[config.mk]
export PLATFORM = sky130hd
export DESIGN_NAME = stepper_move_ctrl
export DESIGN_NICKNAME = d
export VERILOG_FILES = /design/src/rtl/stepper_pkg.sv /design/src/rtl/step_tick_gen.sv /design/src/rtl/stepper_move_ctrl.sv
export SDC_FILE = /design/constraint.sdc
export NUM_CORES = 1
export LEC_CHECK = 0
export ABC_CLOCK_PERIOD_IN_PS = 2400
export CORE_ASPECT_RATIO = 1.25
export CORE_MARGIN = 10
export CORE_UTILIZATION = 51
export DETAILED_ROUTE_END_ITERATION = 10
export GPL_TIMING_DRIVEN = 0
export PLACE_DENSITY = 0.73
export SYNTH_ARGS = -nofsm -noshare
export SYNTH_HDL_FRONTEND = slang
export SYNTH_SLANG_ARGS = --single-unit
[constraint.sdc]
create_clock -name clock -period 2.4 [get_ports clock]
set_input_delay 0.36 -clock clock [delete_from_list [all_inputs] [get_ports clock]]
set_output_delay 0.36 -clock clock [all_outputs]
set_load 0.02 [all_outputs]
[src/rtl/stepper_pkg.sv]
// Shared types for the theta stepper: FSM states, coil phase tables, phase-index sizing.
// Build option: STEPPER_HALF_STEP_EN selects the 8-entry half-step sequence.
package stepper_pkg;

    typedef enum logic [1:0] {
        IDLE = 2'd0,
        MOVE = 2'd1,
        HOLD = 2'd2
    } state_t;

    // Coil patterns are {A,B,C,D}
    localparam logic [3:0] FULL_TBL [4] = '{4'b1100, 4'b0110, 4'b0011, 4'b1001};
    localparam logic [3:0] HALF_TBL [8] = '{4'b1000, 4'b1100, 4'b0100, 4'b0110,
                                            4'b0010, 4'b0011, 4'b0001, 4'b1001};

`ifdef STEPPER_HALF_STEP_EN
    localparam int unsigned PHASES = 8;
`else
    localparam int unsigned PHASES = 4;
`endif
    localparam int unsigned PH_W = $clog2(PHASES);

    typedef logic [PH_W-1:0] phase_t;

    function automatic logic [3:0] phase_coil(input phase_t idx);
`ifdef STEPPER_HALF_STEP_EN
        return HALF_TBL[idx];
`else
        return FULL_TBL[idx];
`endif
    endfunction

endpackage

[src/rtl/step_tick_gen.sv]
// Step-rate prescaler: counts 0..STEP_DIV-1 and pulses tick on the last count.
// A synchronous clear restarts the count from zero.
module step_tick_gen #(
    parameter int unsigned STEP_DIV = 100000
) (
    input  logic clock,
    input  logic reset,
    input  logic clear,
    output logic tick
);

    localparam int unsigned CW = $clog2(STEP_DIV);
    localparam logic [CW-1:0] LAST = CW'(STEP_DIV - 1);

    logic [CW-1:0] cnt;

    assign tick = (cnt == LAST);

    always_ff @(posedge clock or posedge reset) begin
        if (reset)
            cnt <= '0;
        else if (clear || tick)
            cnt <= '0;
        else
            cnt <= cnt + 1'b1;
    end

endmodule

[src/rtl/stepper_move_ctrl.sv]
// Absolute-position move sequencer for the 4-wire theta stepper (coil -> JA1..JA4).
// Build option: STEPPER_HALF_STEP_EN (half-step table, position in half-steps).
module stepper_move_ctrl
    import stepper_pkg::*;
#(
    parameter int unsigned POS_W      = 12,
    parameter int unsigned STEP_DIV   = 100000,
    parameter int unsigned HOLD_TICKS = 4
) (
    input  logic             clock,
    input  logic             reset,
    input  logic             cmd_valid,
    output logic             cmd_ready,
    input  logic [POS_W-1:0] cmd_target,
    input  logic             abort,
    output logic [3:0]       coil,
    output logic             busy,
    output logic             done,
    output logic             aborted,
    output logic [POS_W-1:0] position
);

    localparam int unsigned HW = $clog2(HOLD_TICKS + 1);
    localparam logic [HW-1:0] HOLD_LAST = HW'(HOLD_TICKS - 1);

    state_t           state, state_n;
    logic [POS_W-1:0] target, target_n, pos_n;
    logic             dir_up, dir_up_n;
    phase_t           phase, phase_n;
    logic [3:0]       coil_n;
    logic [HW-1:0]    hold_cnt, hold_cnt_n;
    logic             done_n, aborted_n;
    logic             tick, tick_clr;

    step_tick_gen #(.STEP_DIV(STEP_DIV)) u_tick (
        .clock (clock),
        .reset (reset),
        .clear (tick_clr),
        .tick  (tick)
    );

    assign cmd_ready = (state == IDLE);
    assign busy      = (state == MOVE) || (state == HOLD);

    always_ff @(posedge clock or posedge reset) begin
        if (reset) begin
            state    <= IDLE;
            target   <= '0;
            dir_up   <= 1'b0;
            position <= '0;
            phase    <= '0;
            coil     <= '0;
            hold_cnt <= '0;
            done     <= 1'b0;
            aborted  <= 1'b0;
        end else begin
            state    <= state_n;
            target   <= target_n;
            dir_up   <= dir_up_n;
            position <= pos_n;
            phase    <= phase_n;
            coil     <= coil_n;
            hold_cnt <= hold_cnt_n;
            done     <= done_n;
            aborted  <= aborted_n;
        end
    end

    always_comb begin
        state_n    = state;
        target_n   = target;
        dir_up_n   = dir_up;
        pos_n      = position;
        phase_n    = phase;
        coil_n     = coil;
        hold_cnt_n = hold_cnt;
        done_n     = 1'b0;
        aborted_n  = 1'b0;
        tick_clr   = 1'b0;
        case (state)
            IDLE: begin
                coil_n = '0;
                // abort alongside a request drops the command
                if (cmd_valid && !abort) begin
                    state_n  = MOVE;
                    target_n = cmd_target;
                    dir_up_n = (cmd_target > position);
                    tick_clr = 1'b1;
                    coil_n   = phase_coil(phase);
                end
            end
            MOVE: begin
                if (abort) begin
                    state_n   = IDLE;
                    coil_n    = '0;
                    aborted_n = 1'b1;
                end else if (position == target) begin
                    state_n    = HOLD;
                    hold_cnt_n = '0;
                end else if (tick) begin
                    pos_n   = dir_up ? position + 1'b1 : position - 1'b1;
                    phase_n = dir_up ? phase + 1'b1 : phase - 1'b1;
                    coil_n  = phase_coil(phase_n);
                end
            end
            HOLD: begin
                if (abort) begin
                    state_n   = IDLE;
                    coil_n    = '0;
                    aborted_n = 1'b1;
                end else if (tick) begin
                    if (hold_cnt == HOLD_LAST) begin
                        state_n = IDLE;
                        coil_n  = '0;
                        done_n  = 1'b1;
                    end else begin
                        hold_cnt_n = hold_cnt + 1'b1;
                    end
                end
            end
            default: begin
                state_n = IDLE;
                coil_n  = '0;
            end
        endcase
    end

endmodule
* Yosys cells after proc, flatten, opt, wreduce, memory -nomap -nowiden
Cells that the tools add are included.
** Operators by class
- Multipliers :: 0
- Reduce and logical (&&, ||, !) cells :: 12
- Eq/ne operators :: 16
- Mux-type cells :: 38
- Add/subtract/negate cells :: 6
- Bitwise gates (word level) :: 4
- $lt $le $gt $ge :: 3
- Div/mod/pow operators :: 0
- Shift-type cells :: 0
** Operators by type and width (number)
- $mux W4 :: 11
- $add A17 B1 Y17 const B :: 1
- $eq A17 B17 Y1 const B :: 1
- $mux W17 :: 1
- $bmux W4 S2 :: 2
- $mux W3 :: 5
- $mux W2 :: 7
- $add A12 B1 Y12 const B :: 1
- $eq A12 B12 Y1 :: 1
- $gt A12 B12 Y1 :: 1
- $mux W12 :: 1
- $ne A3 B2 Y1 const B :: 4
- $pmux W4 S3 :: 1
- $reduce_and A4 Y1 :: 3
- $sub A12 B1 Y12 const B :: 1
- $mux W1 :: 8
- $ge A3 B3 Y1 const B :: 2
- $ne A2 B1 Y1 const B :: 3
- $ne A2 B2 Y1 const B :: 3
- $not A2 Y3 :: 2
- $pmux W2 S3 :: 1
- $pmux W3 S2 :: 1
- $reduce_and A6 Y1 :: 1
- $add A3 B1 Y3 const B :: 1
- other kinds (14) :: 16
** Storage, ports and cells
- Latch bits :: 0
- Bits of input ports :: 16
- Register bits :: 55
- Word-level logic and storage cells :: 89
- Memories kept :: 0
- RAM bits :: 0
- ROM bits :: 0
- Output and inout bits :: 20

* Depth between registers and ports, before layout
Gate-level depths: netlist of run 1.
- Depth after elaboration :: 10
- Gate-level depth with buffers :: 9

* Cells and area by module
From an unflattened synthesis of run 1, not the netlist that was laid out.
** Second synthesis, totals
- Cell total of the unflattened synthesis :: 388
- Area, all modules :: 3562.2 µm²
** Modules (own cells, without submodules)
- stepper_move_ctrl :: times used 1, sequential area each 950.9 µm², area an instance 2685.1 µm², cells each 298
- step_tick_gen :: times used 1, sequential area each 425.4 µm², area an instance 877.1 µm², cells each 90

* Least setup slack after synthesis of run 1
OpenSTA, ideal clock, no wires.
- Path kind :: register to register
- Start :: register dir_up
- End :: register position[10]
- Path slack :: -0.083 ns
- Path buffers :: 0
- Setup time :: 0.086 ns
- Arrival time :: 2.397 ns
- Data required time :: 2.314 ns
- Stages on the path, launching flop included :: 9
- Cell sequence :: dfrtp_1 > inv_1 > fa_1 > a21oi_2 > o21ai_2 > a2111oi_2 > nor3_1 > or4b_1 > a32oi_1
** Between the ends
- Longest elaborated chain between the ends :: 1
** RTL lines
- start, declared :: RTL line stepper_move_ctrl.sv:28 : logic dir_up, dir_up_n;
- start signal, assigned :: RTL line stepper_move_ctrl.sv:59 : dir_up <= dir_up_n;
- $mux W12 :: RTL line stepper_move_ctrl.sv:101 : pos_n = dir_up ? position + 1'b1 : position - 1'b1;
- end signal, assigned :: RTL line stepper_move_ctrl.sv:60 : position <= pos_n;
- end, declared :: RTL line stepper_move_ctrl.sv:20 : output logic [POS_W-1:0] position
No other way between the ends.
A chain may end at the register's enable or synchronous reset.

* Worst setup path in the final report of run 1
Ends and elaborated chain as after synthesis.

==> results of run 1 <==
==> where the power goes <==
group          internal [W]  switching (W)  total [W]  leakage, nW
Combinational      0.000692       0.000804    0.00150         1.11
Sequential          0.00112       0.000147    0.00127        0.704
Clock              0.000338       0.000308   0.000646       0.0612
Total               0.00215        0.00126    0.00341         1.87
==> worst max-delay path by stage <==
stage	start	to	slack, ps	cells after the start
final	dir_up$_DFFE_PP0P_	position[10]$_DFFE_PP0P_	60	8
after detailed placement	dir_up$_DFFE_PP0P_	position[10]$_DFFE_PP0P_	-270	8
after CTS	dir_up$_DFFE_PP0P_	position[10]$_DFFE_PP0P_	1	8
after global routing	position[0]$_DFFE_PP0P_	position[10]$_DFFE_PP0P_	-70	7
after global placement	reset	position[1]$_DFFE_PP0P_	-490	2
after floorplan	dir_up$_DFFE_PP0P_	position[10]$_DFFE_PP0P_	40	8
==> per-stage QoR <==
step           hold WS, ps  power, W  TNS (ps)
2_1_floorplan          457   0.00226         0
3_3_place_gp           473   0.00258    -19300
3_5_place_dp           483   0.00262     -2080
4_1_cts                325   0.00335         0
5_1_grt                338   0.00365     -67.5
6_report               321   0.00341         0
==> cell usage in the layout, fill, tap and decap left out, drive strengths merged, types with 3 or more instances in the layout <==
master	count
a2111oi	3
a21o	5
a21oi	19
and2	5
and3	3
buf	11
clkbuf	10
clkdlybuf4s50	35
dfrtp	55
ha	28
inv	24
mux2	5
mux2i	3
nand2	49
nand2b	7
nand3	9
nand4	6
nor2	35
nor2b	3
nor3	4
nor4	4
o21ai	15
o22ai	3
xnor2	15
xor2	25
==> cell families (layout without fill, tap and decap cells) <==
logic type / after synthesis / after routing / synth area share, %
AO/OA/AOI/OAI: 56 / 56 / 11.1
adder cells (fa/ha/maj): 29 / 29 / 11.1
flip-flops: 55 / 55 / 41.2
buffers and inverters: 32 / 82 / 3.63
multiplexers: 8 / 8 / 2.58
AND/OR/NAND/NOR: 138 / 138 / 19.9
XOR/XNOR: 40 / 40 / 10.5
==> layer usage <==
layer  routed length [um]  GRT usage, %  up-vias
li1                     -             -     1318
met1                 3170          17.0     1255
met2                 3650          25.0       36
met3                  269          2.98       12
met4                  197          6.37        0
met5                    0             0        -
==> registers in the layout (all words and copies together), names as in the netlist <==
name,cells
phase,2
done,1
coil,4
u_tick.cnt,17
hold_cnt,3
target,12
dir_up,1
position,12
state,2
aborted,1
==> layout make-up <==
cell class                 instances  area, um^2
buffer                             8        33.8
clock buffer                       6        82.6
clock inverter                     2        35.0
fill                             528        2220
inverter                          24        97.6
multi-input combinational        271        1920
sequential                        55        1380
tap                               85         106
timing repair buffer              42         415
==> repair_timing <==
item | in CTS | in global routing
pin swaps | 1 | 1
setup endpoints to repair | 11 | 19
setup buffers | 3 | 3
gates resized for setup | 10 | 9
gates cloned | 0 | 0
==> impl_metrics.ini, run 1 <==
[global_route]
grt_max_degree = 43
grt_pass1_wl_um = 12400
grt_pass1_vias = 2676
antenna_found_initial = 0
overflow = 0
grt_usage_pct = 14.6

[critical_path]
worstPathCellList = inv_8 -> ha_2 -> a21oi_4 -> o21ai_2 -> a2111oi_4 -> nor3_2 -> or4b_1 -> a32oi_1
critPathSlowestCell = or4b_1
critPathLaunchType = register
reg2reg_depth = 8
regToRegSetupSlack_ps = 60
critPathKind = reg -> reg
path_buf_inv = 1
max_stage_delay_ps = 510
crit_family = compound AO/OA/AOI/OAI gates
cp_max_fo = 10
r2r_start = dir_up$_DFFE_PP0P_
end_kind = register
worstPathArrival_ps = 2570
crit_required_ps = 2630
timing.rr.end = position[10]$_DFFE_PP0P_

[power]
powerDensity_mw_per_mm2 = 838
ir_drop_uv = 408
p_leak_nw = 1.87

[timing]
fin_skew_ps = 6.75
period_share_pct = 97.4
hold_viol_final = 0
slew_violations = 0
fin_crit_ps = 2340
fmax_mhz = 428
fin_ws_ps = 62.8
rsz0062_at_grt = true
max-slew-margin-rel_pct = 67.4
worst_pin_slew_ps = 488
setup_viol = 0

[yosys]
yosys-top-cells-count = dfrtp_1 (55), nand2_1 (49), nor2_1 (35)
netlist_instances = 358
synth.most_common_cell = dfrtp_1
ys_ff_latch = 55
ys_top_cells_by_area = dfrtp_1 (41%), ha_1 (10%), xor2_1 (6.6%)
yosysTopAreaCellShare_pct = 41.2
netlist_area_mm2 = 0.00334
synth-main-ff-cell = dfrtp_1
async_flop_share_pct = 100
synth_top_area_cell = dfrtp_1
ys_types = 47
synth_edf_count = 0
yosysSeqAreaShare_pct = 41.2
synth.avg_cell_area_um2 = 9.34
syn-num-nets = 403
ys_warn_count = 0

[route]
ant_nets = 0
drc_errors = 0
dr.pass1.iters = 4
wirelength_um = 7290
drtIter0Drc = 93
via_count = 2621
wl_per_cell_um = 14.8
via_per_inst = 5.32

[cells_and_area]
antennaDiodeCount = 0
nNetsFinal = 452
stdcell_area_mm2 = 0.00407
final_cells = 493
drive_gt1_share_pct = 11.0
fin_util_pct = 64.7
syn2layout_area_growth_pct = 21.7

[clock_tree]
insertion_delay_ps = 320
cts_max_level = 2
cts_root_buf = clkbuf_8
cts-hold-fix-buffers = 0
clk_pin_slew_ps = 90
clock_sinks = 55
cts_tree = done
clk_path_buf_depth = 2
numCtsBuffers = 5

[placement]
port_buffers = 35
dp_cells = 479
hpwl_um = 5420
place_congestion = 0.860
place_area_mm2 = 0.00382
place_ws_ps = -265

[floorplan]
pin_count = 36
rows = 32
die_h_um = 111
core_mm2 = 0.00629
die_w_um = 92.4
dieArea_mm2 = 0.0102
initial_core_util_pct = 53.2

[outcome]
status = finished clean

[flow_run]
cap_violations = 0

[min_path]
worstHoldPathType = in -> async
No activity file was read; power rests on OpenSTA's default activity.
==> run 2, diff against run 1 <==
- ABC_AREA: not set -> 1
- CORE_UTILIZATION: 51 -> 52
==> run 2 against run 1 <==
Net effect: largest power group unchanged; worst setup slack better by 180 ps; clock power is 13% higher; hold slack better by 70 ps; synthesized cell count is 44% higher; critical path type unchanged; wire length is 15% higher; non-clock buffer count is 8 lower; sequential share of layout area is 2.6 points lower.
==> impl_metrics.ini, run 2 <==
[route]
dr.pass1.iters = 5
via_per_inst = 5.04
wirelength_um = 8380
wl_per_cell_um = 12.8
via_count = 3293
ant_nets = 0
drtIter0Drc = 97
drc_errors = 0

[yosys]
yosysSeqAreaShare_pct = 36.8
ys_warn_count = 0
yosysTopAreaCellShare_pct = 36.8
syn-num-nets = 561
ys_types = 36
synth.most_common_cell = nand2_1
ys_ff_latch = 55
async_flop_share_pct = 100
netlist_instances = 516
synth_edf_count = 0
synth.avg_cell_area_um2 = 7.26
yosys-top-cells-count = nand2_1 (178), inv_1 (68), dfrtp_1 (55)
netlist_area_mm2 = 0.00374
ys_top_cells_by_area = dfrtp_1 (37%), nand2_1 (18%), ha_1 (9.4%)
synth_top_area_cell = dfrtp_1
synth-main-ff-cell = dfrtp_1

[cells_and_area]
syn2layout_area_growth_pct = 17.2
reg.largest.list = u_tick.cnt x17, position x12, target x12
fill_cells = 640
drive_gt1_share_pct = 8.53
final_common_cell = nand2_1
stdcell_area_mm2 = 0.00439
top_register = u_tick.cnt
ff_latch_area_mm2 = 0.00138
final_cell_mix = nand2_1 (178), inv_1 (66), dfrtp_1 (55)
nNetsFinal = 607
multi_input_area_mm2 = 0.00207
largest_reg_flops = 17
final_cells = 653
antennaDiodeCount = 0

[timing]
fin_crit_ps = 2150
max-slew-margin-rel_pct = 66.4
fin_setup_tns_ps = 0
hold_viol_final = 0
worst_pin_slew_ps = 504
rsz0062_at_grt = false
fmax_mhz = 464
period_share_pct = 89.7
fin_skew_ps = 9.26
slew_violations = 0
setup_viol = 0
fin_ws_ps = 247

[power]
powerDensity_mw_per_mm2 = 837
total_power_w = 0.00368
ir_drop_uv = 413
p_leak_nw = 2.20

[global_route]
grt_max_degree = 34
grtUsageMet3_pct = 2.87
grt_pass1_wl_um = 14500
use_met2_pct = 31.2
grt_pass1_vias = 3359
busiest_layer = met2
antenna_found_initial = 0
grt_usage_pct = 16.1
grtUsageMet1_pct = 16.9
overflow = 0

[clock_tree]
clk_path_buf_depth = 2
clk_pin_slew_ps = 100
cts_max_level = 2
cts-hold-fix-buffers = 0
cts_tree = done
numCtsBuffers = 5
clock_sinks = 55
insertion_delay_ps = 310
cts_root_buf = clkbuf_8

[critical_path]
worstPathArrival_ps = 2370
critPathKind = reg -> reg
end_kind = register
cp_max_fo = 12
reg2reg_depth = 12
crit_required_ps = 2610
critPathLaunchType = register

[floorplan]
die_w_um = 95.9
initial_core_util_pct = 53.7
pin_count = 36
die_h_um = 115
rows = 34
dieArea_mm2 = 0.0110
core_mm2 = 0.00698

[placement]
place_congestion = 0.836
hpwl_um = 6680
port_buffers = 35
place_ws_ps = 218
dp_cells = 642
place_area_mm2 = 0.00423

[flow_run]
cap_violations = 0

[min_path]
worstHoldPathType = in -> async

[outcome]
status = finished clean
[run 2: kinds of logic after synthesis]
logic type,share of synthesized area (%)
AOI/OAI and AO/OA,8.25
xor gates and xnor gates,4.41
adders and majority gates,9.89
buffers and inverters,7.85
DFF,36.8
and+or+nand+nor,32.8
[run 2: cell type report]
| type | instances | area share [%] |
|---|---|---|
| flip-flops and latches | 55 | 31.3 |
| inverters | 73 | 6.33 |
| repair buffers | 39 | 8.95 |
| multi-input cells | 385 | 47.2 |
| clock buffers | 5 | 1.57 |
| clock inverters | 3 | 1.54 |
| well taps | 90 | 2.56 |
| plain buffers | 3 | 0.456 |
[run 2: power by group]
part	switching, W	internal [W]	leakage (nW)
Combinational	0.000967	0.000669	1.41
Clock	0.000313	0.000416	0.0644
Sequential	0.000167	0.00114	0.727
Total	0.00145	0.00223	2.20
[run 2: worst paths after layout]
check	startpoint	end	slack, ps
max reg2reg	dir_up$_DFFE_PP0P_	position[10]$_DFFE_PP0P_	250
min	reset	target[7]$_DFFE_PP0P_	390
max	dir_up$_DFFE_PP0P_	position[10]$_DFFE_PP0P_	250
max in group asynchronous	reset	aborted$_DFF_PP0_	1470
min reg2reg	u_tick.cnt[0]$_DFF_PP0_	u_tick.cnt[0]$_DFF_PP0_	470
min in group clock	u_tick.cnt[0]$_DFF_PP0_	u_tick.cnt[0]$_DFF_PP0_	470
[run 2: timing repair]
action	4_1_cts	5_1_grt
setup buffers	0	3
resized for setup	0	1
hold endpoints to repair	0	0
setup endpoints to repair	0	1
[run 2: metal layers]
metal	up-vias	wire, um
met1	1534	3380
met5	-	0
met2	40	4640
met3	6	253
li1	1713	-
met4	0	97
[run 2: critical path: stages, from the launching register on]
cell,delay [ps]
dfrtp_1,480
clkinvlp_4,310
ha_1,430
a21oi_1,140
nand2_1,120
nand2_1,80
nand3_1,110
nand2_1,110
nand2_1,60
nand2_1,60
nand2_1,50
nand2_1,60
nand2_1,50
[run 2: per-stage QoR]
step	utilization [%]	hold WS [ps]
global route	62.9	440
CTS	62.6	403
finish	62.9	391
global placement	60.3	443
detailed placement	60.6	460
floorplan	-	432
==> run 3, diff against run 2 <==
- MAX_ROUTING_LAYER: not set -> met4
- SLEW_MARGIN: not set -> 0
==> run 3 against run 2 <==
Net effect: clock-buffer cell count did not move; maximum frequency barely moved; clock skew fell by 0.53 ps; critical path depth did not move; final area did not move; utilization did not move; via count fell by 0.27%; combinational power barely moved; global-route usage rose by 0.48 points.
==> impl_metrics.ini, run 3 (same netlist as run 2, synthesis figures left out) <==
[power]
p_leak_nw = 2.20
powerDensity_mw_per_mm2 = 837
ir_drop_uv = 412

[clock_tree]
insertion_delay_ps = 310
numCtsBuffers = 5
clk_pin_slew_ps = 100
cts_tree = done
clk_path_buf_depth = 2
cts-hold-fix-buffers = 0
clock_sinks = 55
cts_root_buf = clkbuf_8
cts_max_level = 2

[floorplan]
die_h_um = 115
core_mm2 = 0.00698
dieArea_mm2 = 0.0110
pin_count = 36
die_w_um = 95.9
initial_core_util_pct = 53.7
rows = 34

[cells_and_area]
top_register = u_tick.cnt
fin_util_pct = 62.9
largest_reg_flops = 17
final_cell_mix = nand2_1 (178), inv_1 (66), dfrtp_1 (55)
syn2layout_area_growth_pct = 17.2
fill_cells = 640
final_common_cell = nand2_1
reg.largest.list = u_tick.cnt x17, position x12, target x12
antennaDiodeCount = 0
drive_gt1_share_pct = 8.53
nNetsFinal = 607
stdcell_area_mm2 = 0.00439

[timing]
setup_viol = 0
rsz0062_at_grt = false
worst_pin_slew_ps = 502
max-slew-margin-rel_pct = 66.5
fin_crit_ps = 2150
fin_skew_ps = 8.73
fmax_mhz = 465
period_share_pct = 89.7
fin_setup_tns_ps = 0
slew_violations = 0
hold_viol_final = 0

[flow_run]
cap_violations = 0

[placement]
place_congestion = 0.849
port_buffers = 35
hpwl_um = 6680
place_area_mm2 = 0.00423

[critical_path]
critPathLaunchType = register
path_common_cell = nand2_1
end_kind = register
crit_required_ps = 2610
max_stage_delay_ps = 480
cp_max_fo = 12
worstPathArrival_ps = 2360
worstPathCellList = clkinvlp_4 -> ha_1 -> a21oi_1 -> nand2_1 -> nand2_1 -> nand3_1 -> nand2_1 -> nand2_1 -> nand2_1 -> nand2_1 -> nand2_1 -> nand2_1
critPathSlowestCell = dfrtp_1
critPathKind = reg -> reg

[global_route]
grt_max_degree = 34
grt_usage_pct = 16.6
antenna_found_initial = 0
grt_pass1_vias = 3358
overflow = 0
grt_pass1_wl_um = 14500

[route]
via_count = 3284
via_per_inst = 5.03
drc_errors = 0
ant_nets = 0
dr.pass1.iters = 5
wl_per_cell_um = 12.8
drtIter0Drc = 88
wirelength_um = 8360

[outcome]
status = finished clean

[min_path]
worstHoldPathType = in -> async
run 3: cell counts in the layout (fill, tap and decap cells not counted):
No cell type changed its count.
run 3: critical path: cells and delay by family, from the launching register on:
kind / cells / cell delay, ps
AOI/OAI and AO/OA: 1 / 140
adders and majority gates: 1 / 430
buffers and inverters: 1 / 310
DFF: 1 / 480
and+or+nand+nor: 9 / 710
run 3: timing repair:
item                                    4_1_cts  5_1_grt
hold endpoints to repair                      0        0
setup buffers                                 0        3
endpoints found under the setup margin        0        1
resized for setup                             0        1
run 3: path summary, 6_finish.rpt:
| kind | endpoint | slack (ps) | depth (start not counted) | start |
|---|---|---|---|---|
| min in group clock | u_tick.cnt[0]$_DFF_PP0_ | 470 | 1 | u_tick.cnt[0]$_DFF_PP0_ |
| max in group asynchronous | aborted$_DFF_PP0_ | 1470 | 3 | reset |
| worst max-delay path | position[10]$_DFFE_PP0P_ | 250 | 12 | dir_up$_DFFE_PP0P_ |
| worst max register to register | position[10]$_DFFE_PP0P_ | 250 | 12 | dir_up$_DFFE_PP0P_ |
| worst min register to register | u_tick.cnt[0]$_DFF_PP0_ | 470 | 1 | u_tick.cnt[0]$_DFF_PP0_ |
| worst min-delay path | position[2]$_DFFE_PP0P_ | 390 | 2 | reset |
run 3: metal layers:
layer	GRT usage, %	share of wire, %	wire, um
met1	17.3	42	3470
met2	31.2	55	4630
met4	4.53	1.2	97
met3	2.22	2.0	168
met5	-	0	0
run 3: layout make-up:
class	count	area, um^2	share of cell area (%)
Clock inverter	3	67.6	1.54
Inverter	73	278	6.33
Tap cell	90	113	2.56
Multi-Input combinational cell	385	2070	47.2
Sequential cell	55	1380	31.3
Buffer	3	20.0	0.456
Clock buffer	5	68.8	1.57
Timing Repair Buffer	39	393	8.95
run 3: power by group:
part	internal, W	leakage [nW]	switching [W]
registers	0.00114	0.727	0.000167
logic	0.000669	1.41	0.000967
clock network	0.000416	0.0644	0.000313
run 3: per-stage QoR:
stage          total power, W  cells  setup slack [ps]  hold WS (ps)
2_1_floorplan         0.00250    516               613           432
5_1_grt               0.00400    653              32.5           440
6_report              0.00368    653               248           391
3_3_place_gp          0.00287    641              -303           443
3_5_place_dp          0.00293    642               218           460
4_1_cts               0.00367    650               203           403
==> RTL edit 1, RTL diff (config.mk and constraints of run 1) <==
Register the input `cmd_target` before use, without a reset. The logic sees it one clock later. The other inputs are not delayed to match.
--- a/src/rtl/stepper_move_ctrl.sv
+++ b/src/rtl/stepper_move_ctrl.sv
@@ -22,6 +22,12 @@
 
     localparam int unsigned HW = $clog2(HOLD_TICKS + 1);
     localparam logic [HW-1:0] HOLD_LAST = HW'(HOLD_TICKS - 1);
+
+    logic [POS_W-1:0] cmd_target_q;
+
+    always_ff @(posedge clock) begin
+        cmd_target_q <= cmd_target;
+    end
 
     state_t           state, state_n;
     logic [POS_W-1:0] target, target_n, pos_n;
@@ -83,8 +89,8 @@
                 // abort alongside a request drops the command
                 if (cmd_valid && !abort) begin
                     state_n  = MOVE;
-                    target_n = cmd_target;
-                    dir_up_n = (cmd_target > position);
+                    target_n = cmd_target_q;
+                    dir_up_n = (cmd_target_q > position);
                     tick_clr = 1'b1;
                     coil_n   = phase_coil(phase);
                 end
Formal check against the unedited RTL: no difference found for any inputs over 10 cycles, from zero or initial values and one cycle with reset high; that may be too few to reach the edited logic, so the function may still have changed.
==> RTL edit 1 against run 1 <==
  * Design area is 7.6% higher
  * First-iteration DRC count is 26% higher
  * Core utilization is 1.6 points lower
  * Sequential cell count is 12 higher
  * Final cell count is 3.4% higher
  * Worst hold slack better by 0.012 ns
  * Worst setup slack worse by 0.041 ns
  * Critical path depth is 3 lower
  * Non-clock buffer count is 2 lower
  * Area after synthesis is 8.7% higher
  * Largest power group is now registers
  * Routed wire length is 2.9% higher
  * Power is 3.2% higher
==> RTL edit 1: results (changes against run 1) <==
Period minus WS final 2.38 ns (+0.0406 ns); first-pass GRT wire length 12.9 mm (+3.9%); tap cells 90 (+5.9%); reg2reg setup slack 0.02 ns (-0.04 ns); Num CTS Buffers 9 (+4); outcome finished clean; Post-DP HPWL 5.54 mm (+2.2%); clock slew at reported path FFs 0.07 ns (-0.02 ns); multi-input gate count 267 (-1.5%); Hold WS 0.333 ns (+0.0120 ns); final WL 7.50 mm (+2.9%); Final clock-cell share 0.0423 (+0.0134); Net Sw Power 1140 uW (-9.3%); worst slack, placed -0.129 ns (+0.136 ns); Fill cells 546 (+3.4%); number of non-clock buffers in the layout 48 (-4.0%); Final #Nets 461 (+2.0%); post-synth cell types 50 (+6.4%); sequential fraction of the synthesis area 0.445 (+0.0331); total global-route track usage 0.147 (+0.00116); synthesized net count 410 (+1.7%); number of global-route vias before repair 2870 (+7.2%); nonclk inv count 23 (-4.2%); first-pass iteration count of the detailed router 4 (unchanged); Placed Cells 491 (+2.5%); largest net degree at the start of global routing 38 (-12%); top cell family by delay on the critical path simple AND/OR/NAND/NOR gates; Worst R2R Path Depth 5 (-3); cells after synthesis 365 (+2.0%); Setup Skew 0.0115 ns (+0.00471 ns); Resized Gates After CTS 6 (-4); synthesis-to-layout area growth 20.4%; ys async rst share 0.821 (-0.179); synth top area cells dfrtp_1 38%, ha_1 9.6%, dfxtp_1 6.6%; Critical Path Sink coil[0]; number of clock buffers in the layout 12 (+6); worst vdd ir 0.000583 V (+43%); Setup Buffers After CTS 5 (+2); non-clk buf share 0.102 (-0.00895); H-tree Lvls 3 (+1); FF+latch count, synth 67 (+22%); layout cells sized above 1 0.133 (+0.0230); worst path arrival time 2.61 ns (+0.04 ns); Max FO, Critical Path 4 (-6); Via density 5.46 (+2.8%); synth cell count leaders 55 x dfrtp_1, 35 x nor2_1, 32 x nand2_1; largest reg by FF count u_tick.cnt; gpl congestion 0.846 (-1.7%); Critical Path Source u_tick.cnt[8]; max_slew headroom 0.654 (-0.0209); DP Area 4120 um2 (+7.9%); average wire per standard cell 14.7 um (-0.52%); sequential share of cell area 0.370 (+0.0306); Pleak 0.00194 uW (+3.9%)
RTL edit 1: power by group through the flow:
stage	sequential (uW)	combinational (uW)	clock, uW
floorplan	1470	802	0
finish	1460	1150	906
detailed placement	1470	1100	0
global route	1490	1280	977
CTS	1460	1130	934
global placement	1460	1070	0
RTL edit 1: kinds of logic (layout without fill, tap and decap cells):
logic type | count (synthesis) | after routing | synth area share
xor gates and xnor gates | 38 | 38 | 0.0916
muxes | 17 | 17 | 0.0523
DFF | 67 | 67 | 0.445
buffers and inverters | 31 | 86 | 0.0324
adders and majority gates | 29 | 29 | 0.102
AOI/OAI and AO/OA | 71 | 71 | 0.126
and+or+nand+nor | 112 | 112 | 0.151
RTL edit 1: layer usage:
layer / global-route usage / wire length, um / up-vias
li1: - / - / 1373
met1: 0.168 / 3240 / 1357
met2: 0.256 / 3850 / 46
met3: 0.0295 / 263 / 11
met4: 0.0670 / 149 / 0
met5: 0 / 0 / -
==> RTL edit 2, RTL diff (flow settings as in run 1) <==
Without the edit above. The option `STEPPER_HALF_STEP_EN` is turned on by a define.
--- a/src/rtl/stepper_pkg.sv
+++ b/src/rtl/stepper_pkg.sv
@@ -1,5 +1,7 @@
 // Shared types for the theta stepper: FSM states, coil phase tables, phase-index sizing.
 // Build option: STEPPER_HALF_STEP_EN selects the 8-entry half-step sequence.
+`define STEPPER_HALF_STEP_EN
+
 package stepper_pkg;
 
     typedef enum logic [1:0] {
Behaviour: not the same (a bounded check fails within 4 cycles, from zero or initial values and one cycle with reset high).
==> RTL edit 2 against run 1 <==
  * Routed wire length increased by 2.3%
  * Power up 3.7%
  * Sequential share of layout area decreased by 0.82 points
  * Core utilization fell by 0.58 points
  * Design area increased by 4.2%
  * Critical path depth increased by 1
  * Final cell count fell by 0.81%
  * Worst setup slack better by 0.020 ns
  * Area after synthesis increased by 4.9%
  * Sequential cell count grew 1
  * Critical endpoint is now position[11]
  * Largest cell class unchanged
  * Highest routed layer unchanged
==> RTL edit 2: results (changes against run 1) <==
outcome finished clean; first-pass iteration count of the detailed router 4 (unchanged); post-route clock period utilization 0.965 (-0.00846); Resized Gates After CTS 4 (-6); synth cell count leaders 56 x dfrtp_1, 32 x nor2_1, 31 x ha_1; worst vdd ir 0.000411 V (+0.78%); # port buffers 35 (unchanged); top cell family by delay on the critical path compound AO/OA/AOI/OAI gates; Placed Cells 474 (-1.0%); design area 4240 um2 (+4.2%); post-synth cell types 55 (+17%); Max Buffers Root-to-Sink 2 (unchanged); average wire per standard cell 15.2 um (+3.2%); largest net degree at the start of global routing 42 (-2.3%); sequential fraction of the synthesis area 0.400 (-0.0123); Final #Nets 451 (-0.22%); startpoint type of the worst setup path flop; Post-DP HPWL 5.60 mm (+3.3%); worst slack, placed -0.259 ns (+0.00654 ns); total combinational power 1690 uW (+13%); synthesized net count 400 (-0.74%); Clk power 554 uW (-14%); layout cells sized above 1 0.154 (+0.0439); initial antenna violation count 0 (unchanged); max_slew headroom 0.611 (-0.0635); ys async rst share 1.00 (unchanged); initial DRC count 75 (-19%); synth top area cells dfrtp_1 40%, ha_1 11%, xnor2_1 6.5%; total global-route track usage 0.145 (-0.000568); Max FO, Critical Path 5 (-5); Setup Skew 0.00852 ns (+0.00177 ns); DP Area 4000 um2 (+4.5%); worst skew pair latency 0.30 ns (-0.02 ns); Critical Path Sink position[11]; Pleak 0.00186 uW (-0.64%); Sw Share 0.359 (-0.0104); Hold WS 0.338 ns (+0.0176 ns); cells after synthesis 351 (-2.0%); Largest regs u_tick.cnt x17, position x12, target x12; Worst R2R Path Depth 9 (+1); Via density 5.53 (+3.9%); first-pass GRT wire length 12.9 mm (+4.0%); FF-to-FF End position[11]; CP max stage delay 0.44 ns (-0.07 ns); Internal Power 2260 uW (+5.4%); CP max-delay cell dfrtp_2; Fill cells 577 (+9.3%); r2r startpoint dir_up; number of global-route vias before repair 2799 (+4.6%); H-tree Lvls 2 (unchanged); worst path arrival time 2.55 ns (-0.02 ns); final WL 7.46 mm (+2.3%); Yosys warnings 0 (unchanged); clock slew at reported path FFs 0.09 ns (about the same); reg2reg setup slack 0.08 ns (+0.02 ns); gpl congestion 0.836 (-2.9%)
-- RTL edit 2: cell count changes in the layout (fill, tap and decap cells not counted), moves of 10 or more --
cell / delta
xnor2_1: +10
mux2_2: +13
xor2_1: -11
nand2_1: -24
-- RTL edit 2: layer usage --
metal,vias to the layer above,part of all wire,global-route usage
li1,1329,-,-
met1,1334,0.41,0.164
met2,30,0.55,0.268
met3,9,0.025,0.0284
met4,0,0.012,0.0355
met5,-,0,0
-- RTL edit 2: layout make-up --
type,count,share of cell area
inverter,23,0.0213
timing repair inverter,1,0.00177
buffer,8,0.00945
timing repair buffer,43,0.0999
tap,87,0.0257
multi-input combinational,264,0.488
sequential,56,0.331
clock buffer,7,0.0227
-- RTL edit 2: logic make-up after synthesis --
group                    Yosys count  synth area share
flip-flops                        56             0.400
adder cells (fa/ha/maj)           33             0.122
XOR/XNOR                          41             0.102
buffers and inverters             31            0.0360
multiplexers                      26            0.0824
AO/OA/AOI/OAI                     59             0.103
AND/OR/NAND/NOR                  105             0.154
